===== src/rtl/sync_pulse_pkg.sv =====
// ---------------------------------------------------------------------------
// sync_pulse_pkg
// Shared constants and helpers for the sync_pulse_capture block.
//   EDGE_RISE / EDGE_FALL / EDGE_BOTH : encodings of the EDGE_SEL parameter
//   stab_width()                      : width of the glitch-filter counter
// ---------------------------------------------------------------------------
package sync_pulse_pkg;

  localparam int EDGE_RISE = 0;
  localparam int EDGE_FALL = 1;
  localparam int EDGE_BOTH = 2;

  // The counter must be able to hold 0 .. FILT_LEN, so it needs
  // clog2(FILT_LEN+1) bits. Illegal lengths fall back to one bit so the
  // elaboration check, not a zero-width vector, reports the problem.
  function automatic int stab_width(input int filt_len);
    if (filt_len < 1) begin
      return 1;
    end else begin
      return $clog2(filt_len + 1);
    end
  endfunction

endpackage : sync_pulse_pkg


===== src/rtl/sync_pulse_capture_glitch_filter.sv =====
// ---------------------------------------------------------------------------
// glitch_filter
// Debounces the synchronized level: level_filt only follows sig_sync once
// sig_sync has disagreed with it for FILT_LEN consecutive clk_fast samples.
// Ports:
//   clk_fast   in  fast-domain clock
//   rst_n      in  asynchronous active-low reset
//   sig_sync   in  synchronized input level
//   level_filt out filtered level (registered)
//   toggle     out high in the cycle whose closing edge flips level_filt
// ---------------------------------------------------------------------------
module glitch_filter
  import sync_pulse_pkg::*;
#(
  parameter int FILT_LEN = 3
) (
  input  logic clk_fast,
  input  logic rst_n,
  input  logic sig_sync,
  output logic level_filt,
  output logic toggle
);

  localparam int SW = stab_width(FILT_LEN);
  localparam logic [SW-1:0] STAB_LAST = SW'(FILT_LEN - 1);
  localparam logic [SW-1:0] STAB_ONE  = SW'(1);

  if (FILT_LEN < 1) begin : g_filt_len_chk
    $error("glitch_filter: FILT_LEN must be >= 1");
  end

  logic [SW-1:0] r_stab_cnt;
  logic          r_level;
  logic          w_differs;

  assign w_differs  = (sig_sync != r_level);
  // The FILT_LEN-th differing sample is the one currently presented while
  // the counter already holds FILT_LEN-1.
  assign toggle     = w_differs && (r_stab_cnt == STAB_LAST);
  assign level_filt = r_level;

  // Stability counter and filtered level.
  always_ff @(posedge clk_fast or negedge rst_n) begin
    if (!rst_n) begin
      r_stab_cnt <= '0;
      r_level    <= 1'b0;
    end else if (!w_differs) begin
      r_stab_cnt <= '0;
    end else if (toggle) begin
      r_stab_cnt <= '0;
      r_level    <= ~r_level;
    end else begin
      r_stab_cnt <= r_stab_cnt + STAB_ONE;
    end
  end

endmodule : glitch_filter


===== src/rtl/sync_pulse_capture.sv =====
// ---------------------------------------------------------------------------
// sync_pulse_capture
// Fast-domain consumer of a synchronized level. Filters glitches, produces
// one-cycle rise/fall pulses and queues selected edges in a saturating
// pending counter drained through a valid/ready handshake.
// Ports:
//   clk_fast, rst_n      clock / async active-low reset
//   sig_sync             synchronized level input
//   level_filt           filtered level
//   rise_pulse/fall_pulse one-cycle pulse in the first cycle of a new level
//   evt_valid/evt_ready  event handshake (evt_valid = evt_cnt != 0)
//   evt_cnt              pending-event count (saturates at 2^CNT_W-1)
//   overflow / ovf_clr   sticky drop flag and its synchronous clear
// ---------------------------------------------------------------------------
module sync_pulse_capture
  import sync_pulse_pkg::*;
#(
  parameter int FILT_LEN = 3,
  parameter int CNT_W    = 4,
  parameter int EDGE_SEL = 0
) (
  input  logic             clk_fast,
  input  logic             rst_n,
  input  logic             sig_sync,
  output logic             level_filt,
  output logic             rise_pulse,
  output logic             fall_pulse,
  output logic             evt_valid,
  input  logic             evt_ready,
  output logic [CNT_W-1:0] evt_cnt,
  output logic             overflow,
  input  logic             ovf_clr
);

  localparam logic [CNT_W-1:0] CNT_MAX = {CNT_W{1'b1}};
  localparam logic [CNT_W-1:0] CNT_ONE = CNT_W'(1);

  if ((EDGE_SEL < EDGE_RISE) || (EDGE_SEL > EDGE_BOTH)) begin : g_edge_sel_chk
    $error("sync_pulse_capture: EDGE_SEL must be 0, 1 or 2");
  end

  logic             w_level;
  logic             w_toggle;
  logic             r_rise;
  logic             r_fall;
  logic [CNT_W-1:0] r_cnt;
  logic             r_ovf;
  logic             w_inc;
  logic             w_dec;
  logic             w_drop;
  logic [CNT_W-1:0] w_cnt_nxt;
  logic             w_ovf_nxt;

  glitch_filter #(
    .FILT_LEN (FILT_LEN)
  ) u_filter (
    .clk_fast   (clk_fast),
    .rst_n      (rst_n),
    .sig_sync   (sig_sync),
    .level_filt (w_level),
    .toggle     (w_toggle)
  );

  assign level_filt = w_level;
  assign rise_pulse = r_rise;
  assign fall_pulse = r_fall;
  assign evt_cnt    = r_cnt;
  assign overflow   = r_ovf;
  assign evt_valid  = (r_cnt != '0);
  assign w_dec      = evt_valid && evt_ready;

  // Event source: the registered pulses, so the count moves one cycle after
  // the pulse is visible.
  always_comb begin
    w_inc = 1'b0;
    case (EDGE_SEL)
      EDGE_RISE: w_inc = r_rise;
      EDGE_FALL: w_inc = r_fall;
      EDGE_BOTH: w_inc = r_rise || r_fall;
      default:   w_inc = 1'b0;
    endcase
  end

  // Next pending count and overflow; a drop at saturation beats ovf_clr.
  always_comb begin
    w_cnt_nxt = r_cnt;
    w_drop    = 1'b0;
    if (w_inc && !w_dec) begin
      if (r_cnt == CNT_MAX) begin
        w_drop = 1'b1;
      end else begin
        w_cnt_nxt = r_cnt + CNT_ONE;
      end
    end else if (!w_inc && w_dec) begin
      w_cnt_nxt = r_cnt - CNT_ONE;
    end else begin
      w_cnt_nxt = r_cnt;
    end

    if (w_drop) begin
      w_ovf_nxt = 1'b1;
    end else if (ovf_clr) begin
      w_ovf_nxt = 1'b0;
    end else begin
      w_ovf_nxt = r_ovf;
    end
  end

  // Pulse, counter and overflow registers.
  always_ff @(posedge clk_fast or negedge rst_n) begin
    if (!rst_n) begin
      r_rise <= 1'b0;
      r_fall <= 1'b0;
      r_cnt  <= '0;
      r_ovf  <= 1'b0;
    end else begin
      // Direction follows the pre-toggle level, so the pulse lands in the
      // first cycle of the new level.
      r_rise <= w_toggle && !w_level;
      r_fall <= w_toggle && w_level;
      r_cnt  <= w_cnt_nxt;
      r_ovf  <= w_ovf_nxt;
    end
  end

endmodule : sync_pulse_capture


===== config.mk =====
export PLATFORM = sky130hd
export DESIGN_NAME = sync_pulse_capture
export DESIGN_NICKNAME = d
export VERILOG_FILES = /design/src/rtl/sync_pulse_pkg.sv /design/src/rtl/sync_pulse_capture_glitch_filter.sv /design/src/rtl/sync_pulse_capture.sv
export SDC_FILE = /design/constraint.sdc
export NUM_CORES = 1
export LEC_CHECK = 0
export ABC_CLOCK_PERIOD_IN_PS = 2620
export CELL_PAD_IN_SITES_DETAIL_PLACEMENT = 2
export CELL_PAD_IN_SITES_GLOBAL_PLACEMENT = 2
export CORE_UTILIZATION = 28
export CTS_BUF_LIST = sky130_fd_sc_hd__clkbuf_16
export DETAILED_ROUTE_END_ITERATION = 8
export PLACE_DENSITY = 0.7
export SKIP_CTS_REPAIR_TIMING = 1
export SKIP_LAST_GASP = 1
export SYNTH_ARGS = -nofsm -noshare
export SYNTH_HDL_FRONTEND = slang
export SYNTH_HIERARCHICAL = 1
export SYNTH_SLANG_ARGS = --single-unit

===== constraint.sdc =====
create_clock -name clk_fast -period 2.62 [get_ports clk_fast]
set_clock_uncertainty 0.1 [all_clocks]
set_input_delay 0.393 -clock clk_fast [delete_from_list [all_inputs] [get_ports clk_fast]]
set_output_delay 0.393 -clock clk_fast [all_outputs]
set_load 0.01 [all_outputs]

==> Flow_metrics.wiki <==
{| class="wikitable"
! Metric !! Value
|-
| Startpoint type of the worst setup path || flip-flop
|-
| Ratio of routed vias to standard cells || between 4 and 5
|-
| Max Fclk || 0.4128 GHz
|-
| # port buffers || 13
|-
| Initial antenna violation count || 0
|-
| Proportion of synthesized chip area in sequential cells || 47.62%
|-
| Fill cells || 182
|-
| CP arrival || 2.47 ns
|-
| Multi-input logic area || 279.0 µm²
|-
| Antenna Diode Count || 0
|-
| Dominant cell type by area after synthesis || dfrtp_1
|-
| Netlist cell types || 24
|-
| Via count || 428
|-
| Fraction of layout instances using a drive strength above 1 || a little under a quarter
|-
| Horizontal die dimension || approximately 45 µm
|-
| DRC Markers || 0
|-
| Buffers and inverters on the worst path || 0
|-
| Clock buffer depth || 2
|-
| Final critical path time including I/O delays and setup || 2.423 ns
|-
| Highest net fanout along the worst path || 5
|-
| Yosys synthesis warning count || 6
|-
| Placeable core area || 1745 µm²
|-
| Final number of max-transition violations || 0
|-
| Final routed wirelength across all metal layers || 1383 µm
|-
| Placement Cell Area || 724.4 µm²
|-
| Chain of cells forming the critical path || o41a_1, nand2b_2, ha_4, nand3_1, a211o_1, a221oi_2, xor2_1
|-
| CTS tree || yes
|-
| 1st-iter DRT viols || 0
|-
| Die area || ~2000 µm²
|-
| Rows || 15
|-
| Mean post-synth cell area || 11.94 µm²
|-
| Number of sinks on the clock net || 10
|-
| Critical Path Slowest Stage Cell || dfrtp_1
|-
| Count of state elements after synthesis || 10
|-
| Async SR Flop Fraction || 100.0%
|-
| Wire length of the first global-routing pass || 2346 µm
|-
| Post-detail-place hpwl || 1115 µm
|-
| Global-route total usage across every layer || 17.34%
|-
| Leading cell types by total area after synthesis || dfrtp_1, ha_1, mux2_2
|-
| Sort of element at the end of the critical path || flip-flop
|-
| Worst Max-Slew Pin Slew || 0.4734 ns
|-
| Final estimated routing congestion in global placement || between 0.7 and 0.8
|-
| Synthesized Nets || between 50 and 60
|-
| Cell area after layout || 818.3 µm²
|-
| Synth Flop Type || dfrtp_1
|-
| Cell count after placement || 87
|-
| H-tree lvl count || 1
|-
| Number of I/O pins || 14
|-
| Crit path max-delay family || compound AO/OA/AOI/OAI gates
|-
| Final Core Density || around 47%
|-
| Hold Slack || 0.3560 ns
|-
| Total gr overflow || 0
|-
| Peak VDD IR || 0.0005672 V
|-
| Ratio of total power to cell area || between 1000 and 1500 nW/µm²
|-
| CP Data Required Time || 2.67 ns
|-
| Sequential Area || around 250 µm²
|-
| Outcome || finished, final reports clean
|-
| Cell area after technology mapping || ~530 µm²
|-
| Reported max-cap violation count || 0
|-
| # nets final || between 70 and 80
|-
| Maximum number of pins on one net before global-route repair || 11
|-
| Gate count after technology mapping || 44
|-
| Post-Layout Cell Count || 91
|-
| Vias in the first global route || between 400 and 500
|-
| Final number of hold-violating endpoints || 0
|-
| Number of enable flip-flop cells after synthesis || 0
|-
| Starting density of the core || a little under a third
|-
| Worst slew margin || 68.34%
|-
| Setup Crit Path Kind || reg2reg
|-
| Residual antenna-violating net count after detailed routing || 0
|-
| Clk root buf || clkbuf_16
|-
| Area growth, synth to finish || 55.71%
|-
| Period utilisation layout || 92.46%
|-
| Num CTS Buffers || 3
|-
| Clock slew seen by the registers of the worst setup and hold paths || ~0.040 ns
|-
| Kind of path behind the tightest hold check || reg2reg
|-
| Clk_lat worst skew || 0.23 ns
|-
| Count of TritonRoute iterations in the first routing pass || 1
|-
| Unrepaired setup endpoints after global routing || false
|-
| Setup violators final || 0
|-
| Total leakage power || 0.3258 nW
|-
| Total negative slack for setup checks || 0 ns
|-
| Overall die height || 45.32 µm
|-
| Share of Yosys cell area claimed by the top area cell type || 47.62%
|-
| Routed WL per cell || 15.20 µm
|-
| Largest stage delay, worst path || about 0.43 ns
|}
==> where the power goes <==
group          switching [mW]  internal, mW  leakage, nW
sequential             0.0556         0.216        0.126
clock                  0.0643         0.199       0.0385
combinational           0.221         0.264        0.161
==> final timing paths <==
path	start	end	slack [ns]	depth (start not counted)
min in group asynchronous	rst_n	evt_cnt[1]	0.39	1
max	evt_cnt[3]	evt_cnt[3]	0.20	7
max reg2reg	evt_cnt[3]	evt_cnt[3]	0.20	7
min	u_filter/r_stab_cnt[1]	u_filter/r_stab_cnt[1]	0.36	1
max in group asynchronous	rst_n	evt_cnt[0]	1.71	1
min reg2reg	u_filter/r_stab_cnt[1]	u_filter/r_stab_cnt[1]	0.36	1
==> synth_stat cells (2+ instances only) <==
library cell and count:
xor2_1 2, a21oi_1 2, ha_1 2, xnor2_1 2, nand2_1 2, nor2b_1 2
nand3_1 2, dfrtp_1 10, inv_1 3, mux2_2 2, nor3_1 2
==> through the flow <==
step	power [mW]	setup slack, ns
after floorplan	0.5265	0.1840
after global placement	0.7317	0.01804
after detailed placement	0.7504	-0.04975
after CTS	1.030	0.08080
after global routing	1.111	0.02223
final	1.020	0.1974
==> cell type report <==
| type | count | area share [%] |
|---|---|---|
| multi-input cells | 31 | 34.10 |
| flip-flops and latches | 10 | 30.58 |
| repair buffers | 18 | 20.49 |
| clock buffers | 3 | 9.174 |
| well taps | 25 | 3.823 |
| inverters | 3 | 1.376 |
| clock inverters | 1 | 0.4587 |
==> layer usage <==
layer	GRT usage (%)	routed length, µm	vias up
li1	-	-	203
met1	19.55	523	209
met2	30.43	769	11
met3	3.600	62	5
met4	9.091	27	0
met5	0	0	-
==> state kept, by name, indices dropped and copies added (netlist names) <==
register and count:
u_filter/level_filt 1, rise_pulse 1, fall_pulse 1, evt_cnt 4, u_filter/r_stab_cnt 2, overflow 1
==> layout by cell type (no fill, tap or decap), types with 2 or more instances in the layout <==
cell	count
inv_1	3
mux2_2	2
xnor2_1	2
nor2b_1	2
clkdlybuf4s50_1	13
nand3_1	2
nand2_1	2
a21oi_1	2
xor2_1	2
clkbuf_16	3
dfrtp_1	10
nor3_1	2
buf_4	5
==> cell families (layout without fill, tap and decap cells) <==
family	Yosys count	count (layout)	synth area share (%)
flip-flops	10	10	47.62
XOR/XNOR	4	4	6.668
buffers and inverters	3	25	2.143
multiplexers	3	3	7.142
adder cells (fa/ha/maj)	3	3	8.571
AND/OR/NAND/NOR	12	12	14.05
AO/OA/AOI/OAI	9	9	13.81
Note: power is estimated with default switching activity, not from simulation.
